## src/rtl/moving_average_multi.sv

```systemverilog
// Multi-channel running-sum moving average with per-channel ring history and power-of-two window.
// Latency: 3 cycles from sample acceptance to the strobe_out pulse; one sample per 4 cycles.
// Backpressure: busy is high outside IDLE; strobe_in is ignored (not queued) while busy.
module moving_average_multi #(
  parameter int MAX_POWER   = 4,
  parameter int DATA_IN_LEN = 10,
  parameter int CHANNELS    = 2,
  parameter bit SIGNED      = 1'b0,
  parameter bit ROUND       = 1'b0,
  localparam int PW   = $clog2(MAX_POWER + 1),
  localparam int CH_W = (CHANNELS > 1) ? $clog2(CHANNELS) : 1
) (
  input  logic                   clk,
  input  logic                   reset,
  input  logic                   flush,
  input  logic [PW-1:0]          win_power,
  input  logic [DATA_IN_LEN-1:0] data_in,
  input  logic [CH_W-1:0]        chan_in,
  input  logic                   strobe_in,
  output logic                   busy,
  output logic [DATA_IN_LEN-1:0] data_out,
  output logic [CH_W-1:0]        chan_out,
  output logic                   strobe_out,
  output logic                   valid_window
);

  localparam int DEPTH  = 1 << MAX_POWER;
  localparam int SUM_W  = DATA_IN_LEN + MAX_POWER;
  localparam int RW     = SUM_W + 1;
  localparam int FILL_W = MAX_POWER + 1;

  typedef enum logic [1:0] {IDLE, READ, UPDATE, OUT} state_t;

  state_t                 state;
  logic [DATA_IN_LEN-1:0] ring [CHANNELS][DEPTH];
  logic [MAX_POWER-1:0]   wp   [CHANNELS];
  logic [FILL_W-1:0]      fill [CHANNELS];
  logic [SUM_W-1:0]       sum  [CHANNELS];
  logic [PW-1:0]          ap;

  logic [DATA_IN_LEN-1:0] x_q;
  logic [DATA_IN_LEN-1:0] old_q;
  logic [DATA_IN_LEN-1:0] res_q;
  logic [CH_W-1:0]        ch_q;
  logic                   vld_q;

  logic [PW-1:0]          p_clamp;
  logic                   in_range;
  logic [FILL_W-1:0]      n_win;
  logic [MAX_POWER-1:0]   rd_idx;
  logic [SUM_W-1:0]       x_ext;
  logic [SUM_W-1:0]       old_ext;
  logic [SUM_W-1:0]       sum_new;
  logic [FILL_W-1:0]      fill_new;
  logic [RW-1:0]          rnd;
  logic [RW-1:0]          sum_rnd;
  logic [DATA_IN_LEN-1:0] res_next;

  assign busy = (state != IDLE);

  always_comb begin
    p_clamp  = (win_power > PW'(MAX_POWER)) ? PW'(MAX_POWER) : win_power;
    in_range = (32'(chan_in) < 32'(CHANNELS));
    n_win    = FILL_W'(1) << ap;
    // Oldest sample of the window; when N == depth this is the slot about to be overwritten.
    rd_idx   = wp[ch_q] - n_win[MAX_POWER-1:0];
    x_ext    = {{MAX_POWER{SIGNED & x_q[DATA_IN_LEN-1]}}, x_q};
    old_ext  = {{MAX_POWER{SIGNED & old_q[DATA_IN_LEN-1]}}, old_q};
    sum_new  = sum[ch_q] + x_ext - old_ext;
    fill_new = (fill[ch_q] == FILL_W'(DEPTH)) ? fill[ch_q] : fill[ch_q] + 1'b1;
    rnd      = '0;
    if (ROUND && (ap != '0)) rnd = RW'(1) << (ap - 1'b1);
    sum_rnd  = {SIGNED & sum_new[SUM_W-1], sum_new} + rnd;
    if (SIGNED) res_next = DATA_IN_LEN'($signed(sum_rnd) >>> ap);
    else        res_next = DATA_IN_LEN'(sum_rnd >> ap);
  end

  // History is never cleared: fill gates every read, so stale entries are harmless.
  always_ff @(posedge clk) begin
    if (!reset && !flush && (state == UPDATE)) ring[ch_q][wp[ch_q]] <= x_q;
  end

  always_ff @(posedge clk) begin
    if (reset) begin
      state        <= IDLE;
      ap           <= PW'(MAX_POWER);
      data_out     <= '0;
      chan_out     <= '0;
      strobe_out   <= 1'b0;
      valid_window <= 1'b0;
      x_q          <= '0;
      old_q        <= '0;
      res_q        <= '0;
      ch_q         <= '0;
      vld_q        <= 1'b0;
      for (int c = 0; c < CHANNELS; c++) begin
        sum[c]  <= '0;
        fill[c] <= '0;
        wp[c]   <= '0;
      end
    end else if (flush) begin
      state      <= IDLE;
      strobe_out <= 1'b0;
      for (int c = 0; c < CHANNELS; c++) begin
        sum[c]  <= '0;
        fill[c] <= '0;
        wp[c]   <= '0;
      end
    end else begin
      strobe_out <= 1'b0;
      case (state)
        IDLE: begin
          if (strobe_in && in_range) begin
            x_q   <= data_in;
            ch_q  <= chan_in;
            state <= READ;
            // A new window restarts every channel; this sample is the first of it.
            if (p_clamp != ap) begin
              ap <= p_clamp;
              for (int c = 0; c < CHANNELS; c++) begin
                sum[c]  <= '0;
                fill[c] <= '0;
              end
            end
          end
        end
        READ: begin
          old_q <= (fill[ch_q] >= n_win) ? ring[ch_q][rd_idx] : '0;
          state <= UPDATE;
        end
        UPDATE: begin
          sum[ch_q]  <= sum_new;
          fill[ch_q] <= fill_new;
          wp[ch_q]   <= wp[ch_q] + 1'b1;
          res_q      <= res_next;
          vld_q      <= (fill_new >= n_win);
          state      <= OUT;
        end
        OUT: begin
          data_out     <= res_q;
          chan_out     <= ch_q;
          valid_window <= vld_q;
          strobe_out   <= 1'b1;
          state        <= IDLE;
        end
        default: state <= IDLE;
      endcase
    end
  end

endmodule

```

## config.mk

```make
export PLATFORM = sky130hd
export DESIGN_NAME = moving_average_multi
export DESIGN_NICKNAME = d
export VERILOG_FILES = /design/src/rtl/moving_average_multi.sv
export SDC_FILE = /design/constraint.sdc
export NUM_CORES = 1
export LEC_CHECK = 0
export CAP_MARGIN = 40
export CORE_ASPECT_RATIO = 0.6
export CORE_MARGIN = 2
export CORE_UTILIZATION = 50
export DETAILED_ROUTE_END_ITERATION = 10
export PLACE_DENSITY = 0.71
export SYNTH_ARGS = -nofsm -noshare
export SYNTH_HDL_FRONTEND = slang
export SYNTH_SLANG_ARGS = --single-unit
export TNS_END_PERCENT = 1
```

## constraint.sdc

```tcl
create_clock -name clk -period 4.15 [get_ports clk]
set_clock_uncertainty 0.05 [all_clocks]
set_input_delay 0.83 -clock clk [delete_from_list [all_inputs] [get_ports clk]]
set_output_delay 0.83 -clock clk [all_outputs]
set_load 0.02 [all_outputs]
```

==> results by group <==
Status
  • Status: completed

CTS
  • Setup Fix Bufs, Post-CTS: 0
  • CTS Hold Bufs: 0
  • Clk root buf: clkbuf_16
  • Worst skew pair latency: 0.55 ns
  • CTS Sinks: 417
  • CTS Buffer Depth: 3
  • Num CTS Buffers: 38
  • CTS tree: done
  • Clk pin slew, worst setup/hold paths: 0.06 ns
  • H-tree depth: 2
  • Cts repair resizes: 0

Synthesis
  • Most common cell in the netlist: edfxtp_1
  • Leading area contributor after synthesis: edfxtp_1
  • Commonest cells post-synth: edfxtp_1, nand2_1, nor2_1
  • Yosys reg bits: 417
  • Largest family of logic cells by synthesized area: multiplexers
  • Ranking of synthesized cells by area: edfxtp_1, mux4_2, dfxtp_1
  • Main synth FF type: edfxtp_1
  • Distinct cells, synth: 64
  • Mapped Area: 0.0182 mm2
  • Post-synthesis xor/xnor area fraction: 0.0101
  • Post-synthesis cell count: 1193
  • Mux cell area share after synthesis: 0.136
  • Syn_area_per_cell: 15.3 um2
  • Sequential fraction of the synthesis area: 0.659
  • Area share of the leading cell type in the synthesized netlist: 0.603
  • Synth Area in Compound Gates: 0.0646
  • Async set-reset flop share out of synthesis: 0
  • Yosys warnings: 0
  • Mapped Nets: 1260
  • EDFF count, synth: 366
  • Simple-gate area share of the yosys netlist: 0.0659
  • Synth Area in Adders: 0.0382

Placement
  • RD Place Congestion: 0.883
  • Port buffer count: 31
  • Dpl cells: 1714
  • DP HPWL: 29800 um
  • Post-Place Worst Slack: 0.248 ns

GRT
  • GR Overflow Total: 0
  • Busiest grt layer: met1
  • Grt met3 use: 0.0805
  • Largest net degree at the start of global routing: 60
  • Global Route Usage Sum: 0.235
  • Vias in the first global route: 10266
  • First-pass GRT wire length: 66100 um
  • Initial antenna violation count: 2
  • GRT met1 Usage: 0.390
  • Met2 global-route usage: 0.295

Routing
  • DRC viols: 0
  • Routed wire length: 44300 um
  • Vias: 10748
  • Routed len/inst: 24.9 um
  • DR iter-0 viols: 1518
  • DRT antenna net count: 0
  • Avg Vias per Cell: 6.03
  • Pre-antenna DRT Iters: 7

Timing
  • WHS: 0.408 ns
  • Relative slew slack: 0.383
  • Max Fclk: 0.248 GHz
  • Final Hold Violating Endpoints: 0
  • Slew @ Worst Pin: 0.923 ns
  • Final setup vio count: 0
  • Tmin final: 4.03 ns
  • RSZ-0062 raised after global routing: true
  • Final WS setup: 0.119 ns
  • Final slew viol count: 0
  • Period utilization: 0.971

Layout
  • Layout cells sized above 1: 0.184
  • Flip-flop and latch area: 0.0120 mm2
  • Net count, final: 1345
  • Finished Core Util: 0.571
  • Syn-to-layout area delta: 13.2%
  • Fillers: 2752
  • Footprint of the multi-input gates: 0.00575 mm2
  • Non-Filler Instances: 1781
  • Antenna fix cells: 0

Worst setup path
  • Max FO, Critical Path: 10
  • Data arrival time of the critical path: 4.45 ns
  • Startpoint types: register
  • Data required, critical path: 4.57 ns
  • Setup CP Type: register to register
  • Worst setup EP type: register

Die
  • Core box area: 0.0361 mm2
  • Chip Height: 152 um
  • FP Rows: 54
  • Initial Util: 0.504
  • I/O Pins: 32
  • Die Footprint: 0.0380 mm2
  • Horiz. Die Dim: 250 um

Power
  • Tot Pwr: 0.00919 W
  • Leak: 6.73 nW
  • Worst vdd ir: 0.000305 V
  • Power per cell area: 445 mW/mm2

Flow run
  • Maxcap violations: 0

Hold path
  • Min-Delay Path Class: register to register
[path summary, 6_finish.rpt]
check                           slack (ns)                  endpoint  depth (start not counted)                  start
worst max-delay path                  0.12     res_q[6]$_SDFFE_PP0P_                         12               register
worst min-delay path                  0.41  data_out[2]$_SDFFE_PP0P_                          2  res_q[2]$_SDFFE_PP0P_
worst max register to register        0.12     res_q[6]$_SDFFE_PP0P_                         12               register
worst min register to register        0.41  data_out[2]$_SDFFE_PP0P_                          2  res_q[2]$_SDFFE_PP0P_
[final cells by class]
cell class | instances | share of cell area
clock buffer | 52 | 0.0502
clock inverter | 15 | 0.00364
inverter | 62 | 0.0113
tap | 476 | 0.0289
timing repair buffer | 105 | 0.0448
multi-input combinational | 654 | 0.279
sequential | 417 | 0.582
[metrics by stage]
stage          cell area (um2)   TNS, ns
2_1_floorplan            18200         0
3_3_place_gp             19500         0
3_5_place_dp             19500         0
4_1_cts                  20600         0
5_1_grt                  20600  -0.00311
6_report                 20600         0
[where the power goes]
| group | internal [W] | switching, W | leakage, nW |
|---|---|---|---|
| clock network | 0.00175 | 0.00150 | 0.544 |
| logic | 0.000497 | 0.000834 | 2.66 |
| registers | 0.00458 | 0.0000277 | 3.53 |
[per-layer routing]
layer | vias up | routed length, um
met5 | - | 0
met4 | 0 | 461
li1 | 4742 | -
met2 | 494 | 17500
met3 | 38 | 5480
met1 | 5474 | 20800
[kinds of logic (layout without fill, tap and decap cells)]
| group | Yosys count | in the layout |
|---|---|---|
| flip-flops | 417 | 417 |
| buffers and inverters | 122 | 234 |
| adder cells (fa/ha/maj) | 49 | 49 |
| multiplexers | 139 | 139 |
| AO/OA/AOI/OAI | 170 | 170 |
| XOR/XNOR | 21 | 21 |
| AND/OR/NAND/NOR | 275 | 275 |
[placed cells by master (no fill, tap or decap), drive strengths merged, types with 11 or more instances in the layout]
cell type      instances
xor2                  11
o21ai                 23
a21oi                 48
dfxtp                 51
fa                    11
nand2                106
nor2                  88
clkdlybuf4s50         31
edfxtp               366
buf                   74
mux2i                 35
clkinv                14
nand3                 13
mux4                  84
clkbuf                52
ha                    38
inv                   62
mux2                  20
nor3                  28
[sequential cells by signal, indices dropped and copies added, names as in the netlist, named ones only]
name,count
data_out,10
old_q,10
ring,320
vld_q,1
state,2
res_q,10
sum,28
fill,10
x_q,10
wp,8
strobe_out,1
ch_q,1
ap,3
valid_window,1
chan_out,1
[critical path, stage by stage, from the launching register on]
cell	delay, ns
dfxtp_4	0.46
buf_4	0.23
mux2i_1	0.25
fa_1	0.44
inv_1	0.07
ha_1	0.32
a2111o_1	0.39
o21ai_1	0.11
a21oi_1	0.16
a2111oi_2	0.58
xnor2_1	0.35
a211o_1	0.37
a31oi_1	0.17
Note: power is estimated with default switching activity, not from simulation.
